## src/rtl/piece_pkg.sv

```systemverilog
// piece_pkg: shared types, pattern table and helpers
// for the tetromino source.
package piece_pkg;

  typedef enum logic [2:0] {
    P_I = 3'd0,
    P_O = 3'd1,
    P_S = 3'd2,
    P_Z = 3'd3,
    P_L = 3'd4,
    P_J = 3'd5,
    P_T = 3'd6
  } piece_t;

  typedef logic [3:0][3:0] pattern_t;

  typedef enum logic {
    ST_FILL  = 1'b0,
    ST_READY = 1'b1
  } state_t;

  localparam logic [15:0] LFSR_MASK = 16'hB400;

  // Rotation-0 occupancy, [row][col], one entry per type.
  // Slot 7 is unreachable and mirrors I so every index is defined.
  localparam logic [7:0][15:0] ROT0_TBL = {
    16'h2222,
    16'h00E4,
    16'h0644,
    16'h0622,
    16'h00C6,
    16'h006C,
    16'h0066,
    16'h2222
  };

  // One quarter turn clockwise: (r,c) -> (c,3-r).
  function automatic pattern_t rot90(pattern_t p);
    pattern_t q;
    q = '0;
    for (int r = 0; r < 4; r++) begin
      for (int c = 0; c < 4; c++) begin
        q[c][3-r] = p[r][c];
      end
    end
    return q;
  endfunction

  // Galois right-shift step.
  function automatic logic [15:0] lfsr_step(logic [15:0] s);
    return {1'b0, s[15:1]} ^ (s[0] ? LFSR_MASK : 16'h0000);
  endfunction

  // First unused bag slot at or after the candidate, wrapping 6->0.
  function automatic logic [2:0] bag_pick(
    logic [6:0] mask,
    logic [2:0] seed
  );
    logic [2:0] idx;
    logic [2:0] pick;
    logic       found;
    idx   = (seed == 3'd7) ? 3'd0 : seed;
    pick  = idx;
    found = 1'b0;
    for (int i = 0; i < 7; i++) begin
      if (!found && !mask[idx]) begin
        pick  = idx;
        found = 1'b1;
      end
      idx = (idx == 3'd6) ? 3'd0 : idx + 3'd1;
    end
    return pick;
  endfunction

endpackage

```

## src/rtl/piece_rotator.sv

```systemverilog
// piece_rotator: 4x4 occupancy of a piece type at a
// given quarter-turn rotation.
module piece_rotator
  import piece_pkg::*;
(
  input  piece_t     type_i,
  input  logic [1:0] rot_i,
  output pattern_t   pattern_o
);

  pattern_t base;
  pattern_t r1;
  pattern_t r2;
  pattern_t r3;

  // Select the rotated table entry; O is rotation-invariant.
  always_comb begin
    base = ROT0_TBL[type_i];
    r1   = rot90(base);
    r2   = rot90(r1);
    r3   = rot90(r2);
    pattern_o = base;
    if (type_i != P_O) begin
      unique case (rot_i)
        2'd0: pattern_o = base;
        2'd1: pattern_o = r1;
        2'd2: pattern_o = r2;
        2'd3: pattern_o = r3;
      endcase
    end
  end

endmodule

```

## src/rtl/piece_gen.sv

```systemverilog
// piece_gen: 7-bag randomised tetromino source with
// preview queue and rotation state.
module piece_gen
  import piece_pkg::*;
#(
  parameter int          PREVIEW_DEPTH = 3,
  parameter logic [15:0] LFSR_SEED     = 16'hACE1
) (
  input  logic                          clk,
  input  logic                          rst_n,
  input  logic                          spawn_req,
  input  logic                          rotate_cw,
  input  logic                          rotate_ccw,
  output logic                          ready,
  output logic                          spawn_valid,
  output logic [2:0]                    cur_type,
  output logic [1:0]                    cur_rot,
  output pattern_t                      cur_pattern,
  output pattern_t                      cw_pattern,
  output pattern_t                      ccw_pattern,
  output logic [PREVIEW_DEPTH-1:0][2:0] preview_types
);

  // An all-zero LFSR would lock up.
  localparam logic [15:0] SEED =
    (LFSR_SEED == 16'h0000) ? 16'h0001 : LFSR_SEED;

  localparam logic [2:0] LAST = 3'(PREVIEW_DEPTH);

  state_t                       state_q;
  logic [2:0]                   fill_cnt_q;
  logic [15:0]                  lfsr_q;
  logic [6:0]                   bag_q;
  piece_t                       cur_q;
  logic [1:0]                   rot_q;
  logic [PREVIEW_DEPTH-1:0][2:0] prev_q;
  logic                         ready_q;
  logic                         spawn_valid_q;

  logic [2:0] draw;
  logic [6:0] bag_set;
  logic [6:0] bag_d;
  logic       spawn_go;
  logic       take;
  logic [1:0] rot_cw;
  logic [1:0] rot_ccw;

  assign draw     = bag_pick(bag_q, lfsr_q[2:0]);
  assign bag_set  = bag_q | (7'd1 << draw);
  assign bag_d    = (bag_set == 7'h7F) ? 7'h00 : bag_set;
  assign spawn_go = (state_q == ST_READY) && spawn_req;
  assign take     = (state_q == ST_FILL) || spawn_go;

  // Fill sequencing, spawn shifting, bag and rotation state.
  always_ff @(posedge clk or negedge rst_n) begin
    if (!rst_n) begin
      state_q       <= ST_FILL;
      fill_cnt_q    <= 3'd0;
      lfsr_q        <= SEED;
      bag_q         <= 7'h00;
      cur_q         <= P_I;
      rot_q         <= 2'd0;
      prev_q        <= '0;
      ready_q       <= 1'b0;
      spawn_valid_q <= 1'b0;
    end else begin
      lfsr_q        <= lfsr_step(lfsr_q);
      spawn_valid_q <= 1'b0;
      if (take) begin
        bag_q <= bag_d;
      end
      unique case (state_q)
        ST_FILL: begin
          if (fill_cnt_q == 3'd0) begin
            cur_q <= piece_t'(draw);
          end
          for (int i = 0; i < PREVIEW_DEPTH; i++) begin
            if (32'(fill_cnt_q) == i + 1) begin
              prev_q[i] <= draw;
            end
          end
          fill_cnt_q <= fill_cnt_q + 3'd1;
          if (fill_cnt_q == LAST) begin
            state_q <= ST_READY;
            ready_q <= 1'b1;
          end
        end
        ST_READY: begin
          if (spawn_req) begin
            cur_q <= piece_t'(prev_q[0]);
            for (int i = 0; i < PREVIEW_DEPTH - 1; i++) begin
              prev_q[i] <= prev_q[i+1];
            end
            prev_q[PREVIEW_DEPTH-1] <= draw;
            spawn_valid_q <= 1'b1;
          end
        end
        default: ;
      endcase
      if (spawn_go) begin
        rot_q <= 2'd0;
      end else if (rotate_cw && !rotate_ccw) begin
        rot_q <= rot_q + 2'd1;
      end else if (rotate_ccw && !rotate_cw) begin
        rot_q <= rot_q - 2'd1;
      end
    end
  end

  assign rot_cw  = rot_q + 2'd1;
  assign rot_ccw = rot_q - 2'd1;

  piece_rotator u_cur (
    .type_i    (cur_q),
    .rot_i     (rot_q),
    .pattern_o (cur_pattern)
  );

  piece_rotator u_cw (
    .type_i    (cur_q),
    .rot_i     (rot_cw),
    .pattern_o (cw_pattern)
  );

  piece_rotator u_ccw (
    .type_i    (cur_q),
    .rot_i     (rot_ccw),
    .pattern_o (ccw_pattern)
  );

  assign ready         = ready_q;
  assign spawn_valid   = spawn_valid_q;
  assign cur_type      = cur_q;
  assign cur_rot       = rot_q;
  assign preview_types = prev_q;

endmodule

```

## config.mk

```make
export PLATFORM = sky130hd
export DESIGN_NAME = piece_gen
export DESIGN_NICKNAME = d
export VERILOG_FILES = /design/src/rtl/piece_pkg.sv /design/src/rtl/piece_rotator.sv /design/src/rtl/piece_gen.sv
export SDC_FILE = /design/constraint.sdc
export NUM_CORES = 1
export LEC_CHECK = 0
export ABC_AREA = 0
export CAP_MARGIN = 0
export CORE_MARGIN = 3
export CORE_UTILIZATION = 54
export DETAILED_ROUTE_END_ITERATION = 16
export PLACE_DENSITY = 0.88
export SYNTH_ARGS = -nofsm -noshare
export SYNTH_HDL_FRONTEND = slang
export SYNTH_SLANG_ARGS = --single-unit
```

## constraint.sdc

```tcl
create_clock -name clk -period 3.66 [get_ports clk]
set_clock_uncertainty 0.15 [all_clocks]
set_input_delay 0.732 -clock clk [delete_from_list [all_inputs] [get_ports clk]]
set_output_delay 0.732 -clock clk [all_outputs]
set_load 0.01 [all_outputs]
```

# [Yosys cells after proc, flatten, opt, wreduce, memory -nomap -nowiden]
# Memories as Yosys holds them, arrays and structs flattened.
# Index checks and enable logic that the tools add are counted.
# Widths: inputs -> output; s select.
[totals] regBits=43 mem_bits_ro=128 in_bits=5 out_inout_bits=64 wordCells=149 mem_count=1
[classes] n_addsub=9 order_cmp=8 n_eq_ne=26 shift=1 muxes=57 n_bitwise=3 reduce_logical=33
[memory_table] name="(no name shown)" words=8 word_bits=16 rd=1 rd_ports_with_merged_regs=0 write_ports=0 line="piece_rotator.sv:18" rtl="base = ROT0_TBL[type_i];"
[op_table] cell="$pmux 16 s4" n=3
[op_table] cell="$mux 16" n=5
[op_table] cell="$mux 3" n=18
[op_table] cell="$lt 3x4->1 const B" n=8
[op_table] cell="$add 3x1->3 const B" n=7
[op_table] cell="$bmux 1 s3" n=7
[op_table] cell="$eq 3x3->1 const B" n=7
[op_table] cell="$pmux 9 s2" n=1
[op_table] cell="$mux 1" n=17
[op_table] cell="$xor 15x16->16" n=1
[op_table] cell="$logic_not 1->1" n=13
[op_table] cell="$eq 2x2->1 const B" n=6
[op_table] cell="$reduce_and 2->1" n=5
[op_table] cell="$logic_and 1x1->1" n=9
[op_table] cell="$mux 9" n=1
[op_table] cell="$ne 2x1->1 const B" n=4
[op_table] cell="$eq 7x7->1 const B" n=1
[op_table] cell="$mux 7" n=1
[op_table] cell="$or 7x7->7" n=1
[op_table] cell="$shl 1x3->7 const A" n=1
[op_table] cell="$eq 2x1->1 const B" n=3
[op_table] cell="$eq 3x2->1 const B" n=2
[op_table] cell="$logic_not 2->1" n=3
[op_table] cell="$mux 2" n=3
[op_table] cell="10 further kinds" n=10

# [Longest topological paths before layout]
[logic_depth] word_depth=28 depth_mapped=13 ltp_nobuf=10

# [Hierarchy]
# A second synthesis with hierarchy kept.
[unflattened] cells_unflattened=569 hier_area_um2=4645.7
[modules_own_cells] module="piece_gen" n_inst=1 cells_each=316 area_per_inst_um2=2875.3 seq_area_each_um2=1086.0
[modules_own_cells] module="piece_rotator (u_ccw ...)" n_inst=2 cells_each=84 area_per_inst_um2=581.8 seq_area_each_um2=0.0
[modules_own_cells] module="piece_rotator (u_cw)" n_inst=1 cells_each=85 area_per_inst_um2=606.8 seq_area_each_um2=0.0

# [Worst setup path before layout]
# Ideal clock, no wire load.
[synth_timing] path_type="register -> register" start="reg lfsr_q[0]" end="reg bag_q[4]" setup_time_ns=0.135 arrival_time_ns=2.912 required_time_ns=3.375 setup_slack_ns=0.463 path_stages_with_launch=13 n_path_buf=3 synth_period_minus_slack_ns=3.197 path_cell_list="dfstp_2 buf_4 buf_2 buf_1 o21ai_1 o211ai_4 a221oi_1 o311ai_1 o311a_1 a21oi_2 or4_4 o211ai_4 a22oi_2"
[synth_between] elab_chain_len=28 word_cells_on_any_way=67 classes_between="add/sub: 6; eq/ne: 8; shift: 1; mux: 34; bitwise: 1; reduce/logical: 17"
[synth_rtl] item="start, declared" line="piece_gen.sv:32" rtl="logic [15:0] lfsr_q;"
[synth_rtl] item="start signal, assigned" line="piece_gen.sv:67" rtl="lfsr_q <= lfsr_step(lfsr_q);"
[synth_rtl] item="$eq 3x3->1" line="piece_pkg.sv:62" rtl="idx = (seed == 3'd7) ? 3'd0 : seed;"
[synth_rtl] item="$mux 3 *" line="piece_pkg.sv:62"
[synth_rtl] item="parallel branches: the longest is 21 deep, another holds $add 3x1->3"
[synth_rtl] item="$mux 3 *" line="piece_pkg.sv:66" rtl="if (!found && !mask[idx]) begin"
[synth_rtl] item="$shl 1x3->7 *" line="piece_gen.sv:49" rtl="assign bag_set = bag_q | (7'd1 << draw);"
[synth_rtl] item="$or 7x7->7 *" line="piece_gen.sv:49"
[synth_rtl] item="$eq 7x7->1" line="piece_gen.sv:50" rtl="assign bag_d = (bag_set == 7'h7F) ? 7'h00 : bag_set;"
[synth_rtl] item="$mux 7 *" line="piece_gen.sv:50"
[synth_rtl] item="end signal, assigned" line="piece_gen.sv:70" rtl="bag_q <= bag_d;"
[synth_rtl] item="end, declared" line="piece_gen.sv:33" rtl="logic [6:0] bag_q;"
# Every way passes the cells marked *. The select of a mux whose other input is x is not followed.
# A chain may end at the register's enable or synchronous reset.

==> flow_summary.toml <==
[placement]
place_congestion = 0.965
dpl_worst_slack_ps = 28.8
place_inst = 676
dp_hpwl_um = 9470
port_buffers = 68

[clocking]
numCtsBuffers = 5
cts_tree = "built"
htree_levels = 2
clk_pin_slew_ps = 80
insertion_delay_ps = 290
cts_buffer_depth = 2
clock_sinks = 43
cts-root-buf = "clkbuf_8"

[pwr]
p_total_mw = 3.79
power_switching_mw = 1.76
switching_share_pct = 46.5
p_per_area_mw_per_mm2 = 728
combPwrFrac_pct = 73.7
peakVddDrop_uv = 570
p_int_mw = 2.03
p_seq_share_pct = 18.9
leakage_nw = 2.13
power_frac_clock_pct = 7.5

[synthesis]
ys_ff_latch = 43
synthFlopType = "dfrtp_1"
synth_cells = 488
synth_edf_count = 0
synth_warnings = 0
async_flop_share_pct = 100
netlist_area_mm2 = 0.00390
synth_cell_types = 82
syn_nets = 509
avgSynthCellArea_um2 = 7.99
yosysSeqAreaShare_pct = 27.8

[routing]
num_vias = 4346
drt-initial-drc-count = 305
remaining_drc_errors = 0
ant_nets = 0
avgRoutedWirePerCell_um = 18.3
drt_pre_antenna_iters = 7
routed_wirelength_um = 12600
vias_per_cell = 6.31

[finish]
seq_area_mm2 = 0.00109
mostFrequentLayoutCells = "66 x clkdlybuf4s50_1, 65 x nand2_1, 58 x buf_4, 52 x a21oi_1, 37 x nor2_1"
final_cells = 689
layout_commonest_cell = "clkdlybuf4s50_1"
num_antenna_cells = 0
nFillCells = 528
layout-drive-gt1-share_pct = 21.8
multi_input_area_mm2 = 0.00268
areaGrowthSynthToFinish_pct = 33.5
nNetsFinal = 613

[critical_path]
worstSetupEndpointType = "output port"
start_kind = "flip-flop"
cp_max_fo = 6
worstSetupPathType = "reg -> out"
cp.arrival_ps = 2730
crit_required_ps = 2780

[sta]
min_period_over_period_pct = 98.7
fmax_mhz = 277
max-slew-margin-rel_pct = 39.1
grt_setup_unrepaired = "yes"
worst_slew_pin_slew_ps = 913
period_needed_ps = 3610
layout_setup_ws_ps = 47.9
slew_viol_final = 0
setup_violations = 0
hold_viol = 0

[global_routing]
antenna_found_initial = 0
grt_pass1_wl_um = 20200
grt_overflow = 0
grt_max_degree = 44
grt_util_all_layers_pct = 29.5
grt_pass1_vias = 3995

[floorplanning]
core-area_mm2 = 0.00691
initial_utilization_pct = 56.5
die_area_mm2 = 0.00828
ios = 69
fp.dieW_um = 91.0
die_h_um = 91.0
num_rows = 30

[run_status]
status = "finished clean"

[flow_run]
max_cap_violations = 0

[min_path]
hp-class = "reg -> reg"
power by group through the flow:
| stage | clock network [mW] | registers (mW) | logic (mW) |
|---|---|---|---|
| after CTS | 0.283 | 0.702 | 2.70 |
| after detailed placement | 0 | 0.710 | 2.66 |
| after global routing | 0.308 | 0.727 | 2.99 |
| after global placement | 0 | 0.705 | 2.61 |
| after floorplan | 0 | 0.652 | 1.50 |
| final | 0.282 | 0.714 | 2.79 |
cell usage after synthesis, types with 3 or more instances:
library cell  number  area [um2]
o21a_1             4        30.0
inv_1             17        63.8
a21o_1             7        52.6
and3_1             3        18.8
dfstp_2            8         210
o32ai_1            4        35.0
o21ai_0           33         165
or2_2              4        25.0
a21oi_1           56         280
a22oi_1            5        37.5
clkbuf_1          14        52.6
mux2_2             7        78.8
nor3_1             7        35.0
mux2i_1            9        90.1
nand3_1           10        50.1
nand2b_1           7        43.8
nand4_1            3        18.8
xnor2_1            6        52.6
a31oi_1           12        75.1
nand2_1           66         248
xor2_1             3        26.3
o22ai_1            3        18.8
a221oi_1           3        26.3
o2111ai_1          3        26.3
nor4_1             5        31.3
and2_1             7        43.8
a221o_1            3        30.0
nor2_1            38         143
o31ai_1            4        30.0
dfrtp_1           35         876
buf_2             11        55.1
nor2b_1            7        43.8
buf_6              3        33.8
ha_1              16         200
metrics by stage:
step | TNS (ps) | hold slack, ps | instance area, um2 | util (%)
final | 0 | 204 | 5200 | 75.4
after global routing | -56.1 | 213 | 5200 | 75.4
after CTS | 0 | 206 | 5070 | 73.4
after detailed placement | 0 | 187 | 4960 | 71.9
after global placement | 0 | 186 | 4960 | 71.9
after floorplan | 0 | 181 | 3900 | -
cell families (layout without fill, tap and decap cells):
| family | count (synthesis) | after routing | synth area share (%) |
|---|---|---|---|
| AO/OA/AOI/OAI | 176 | 176 | 31.8 |
| XOR/XNOR | 9 | 9 | 2.02 |
| adder cells (fa/ha/maj) | 18 | 18 | 5.65 |
| buffers and inverters | 52 | 157 | 6.13 |
| flip-flops | 43 | 43 | 27.8 |
| multiplexers | 18 | 18 | 5.20 |
| AND/OR/NAND/NOR | 172 | 172 | 21.4 |
worst max-delay path, stage by stage, from the launching register on:
cell	delay, ps
dfrtp_1	410
buf_4	170
ha_1	310
mux2_2	270
nand2_1	120
mux2_2	320
a221oi_1	250
clkdlybuf4s50_1	590
path summary, 6_finish.rpt:
kind / start / end / slack [ps] / cells after the start
max in group asynchronous: rst_n / bag_q[2] / 2310 / 1
min in group asynchronous: rst_n / bag_q[4] / 420 / 1
worst min register to register: lfsr_q[8] / lfsr_q[7] / 200 / 0
worst max-delay path: cur_type[1] / cur_pattern[1] / 50 / 7
worst max register to register: lfsr_q[0] / bag_q[1] / 150 / 15
worst min-delay path: lfsr_q[8] / lfsr_q[7] / 200 / 0
cell type report:
cell class	count	area share (%)
flip-flops and latches	43	21.0
repair buffers	129	22.2
inverters	20	1.44
clock inverters	1	0.0962
clock buffers	7	1.47
multi-input cells	393	51.4
well taps	96	2.31
layer usage:
metal / part of all wire [%] / vias up / global-route usage (%)
li1: - / 2003 / -
met1: 42 / 2063 / 40.2
met2: 48 / 246 / 48.7
met3: 7.7 / 34 / 3.98
met4: 2.5 / 0 / 9.05
met5: 0 / - / 0
what timing repair did:
action / in CTS / in global routing
resized for setup: 3 / 27
pin swaps: 0 / 3
setup buffers: 0 / 5
hold buffers: 0 / 0
endpoints found under the hold margin: 0 / 0
cloned: 0 / 0
setup endpoints to repair: 8 / 18
flip-flops by register name, indices dropped and copies added, names as in the netlist:
name and count:
fill_cnt_q 3, cur_rot 2, cur_type 3, bag_q 7, spawn_valid 1, lfsr_q 16, state_q 1, preview_types 9
ready 1
Note: power is estimated with default switching activity, not from simulation.
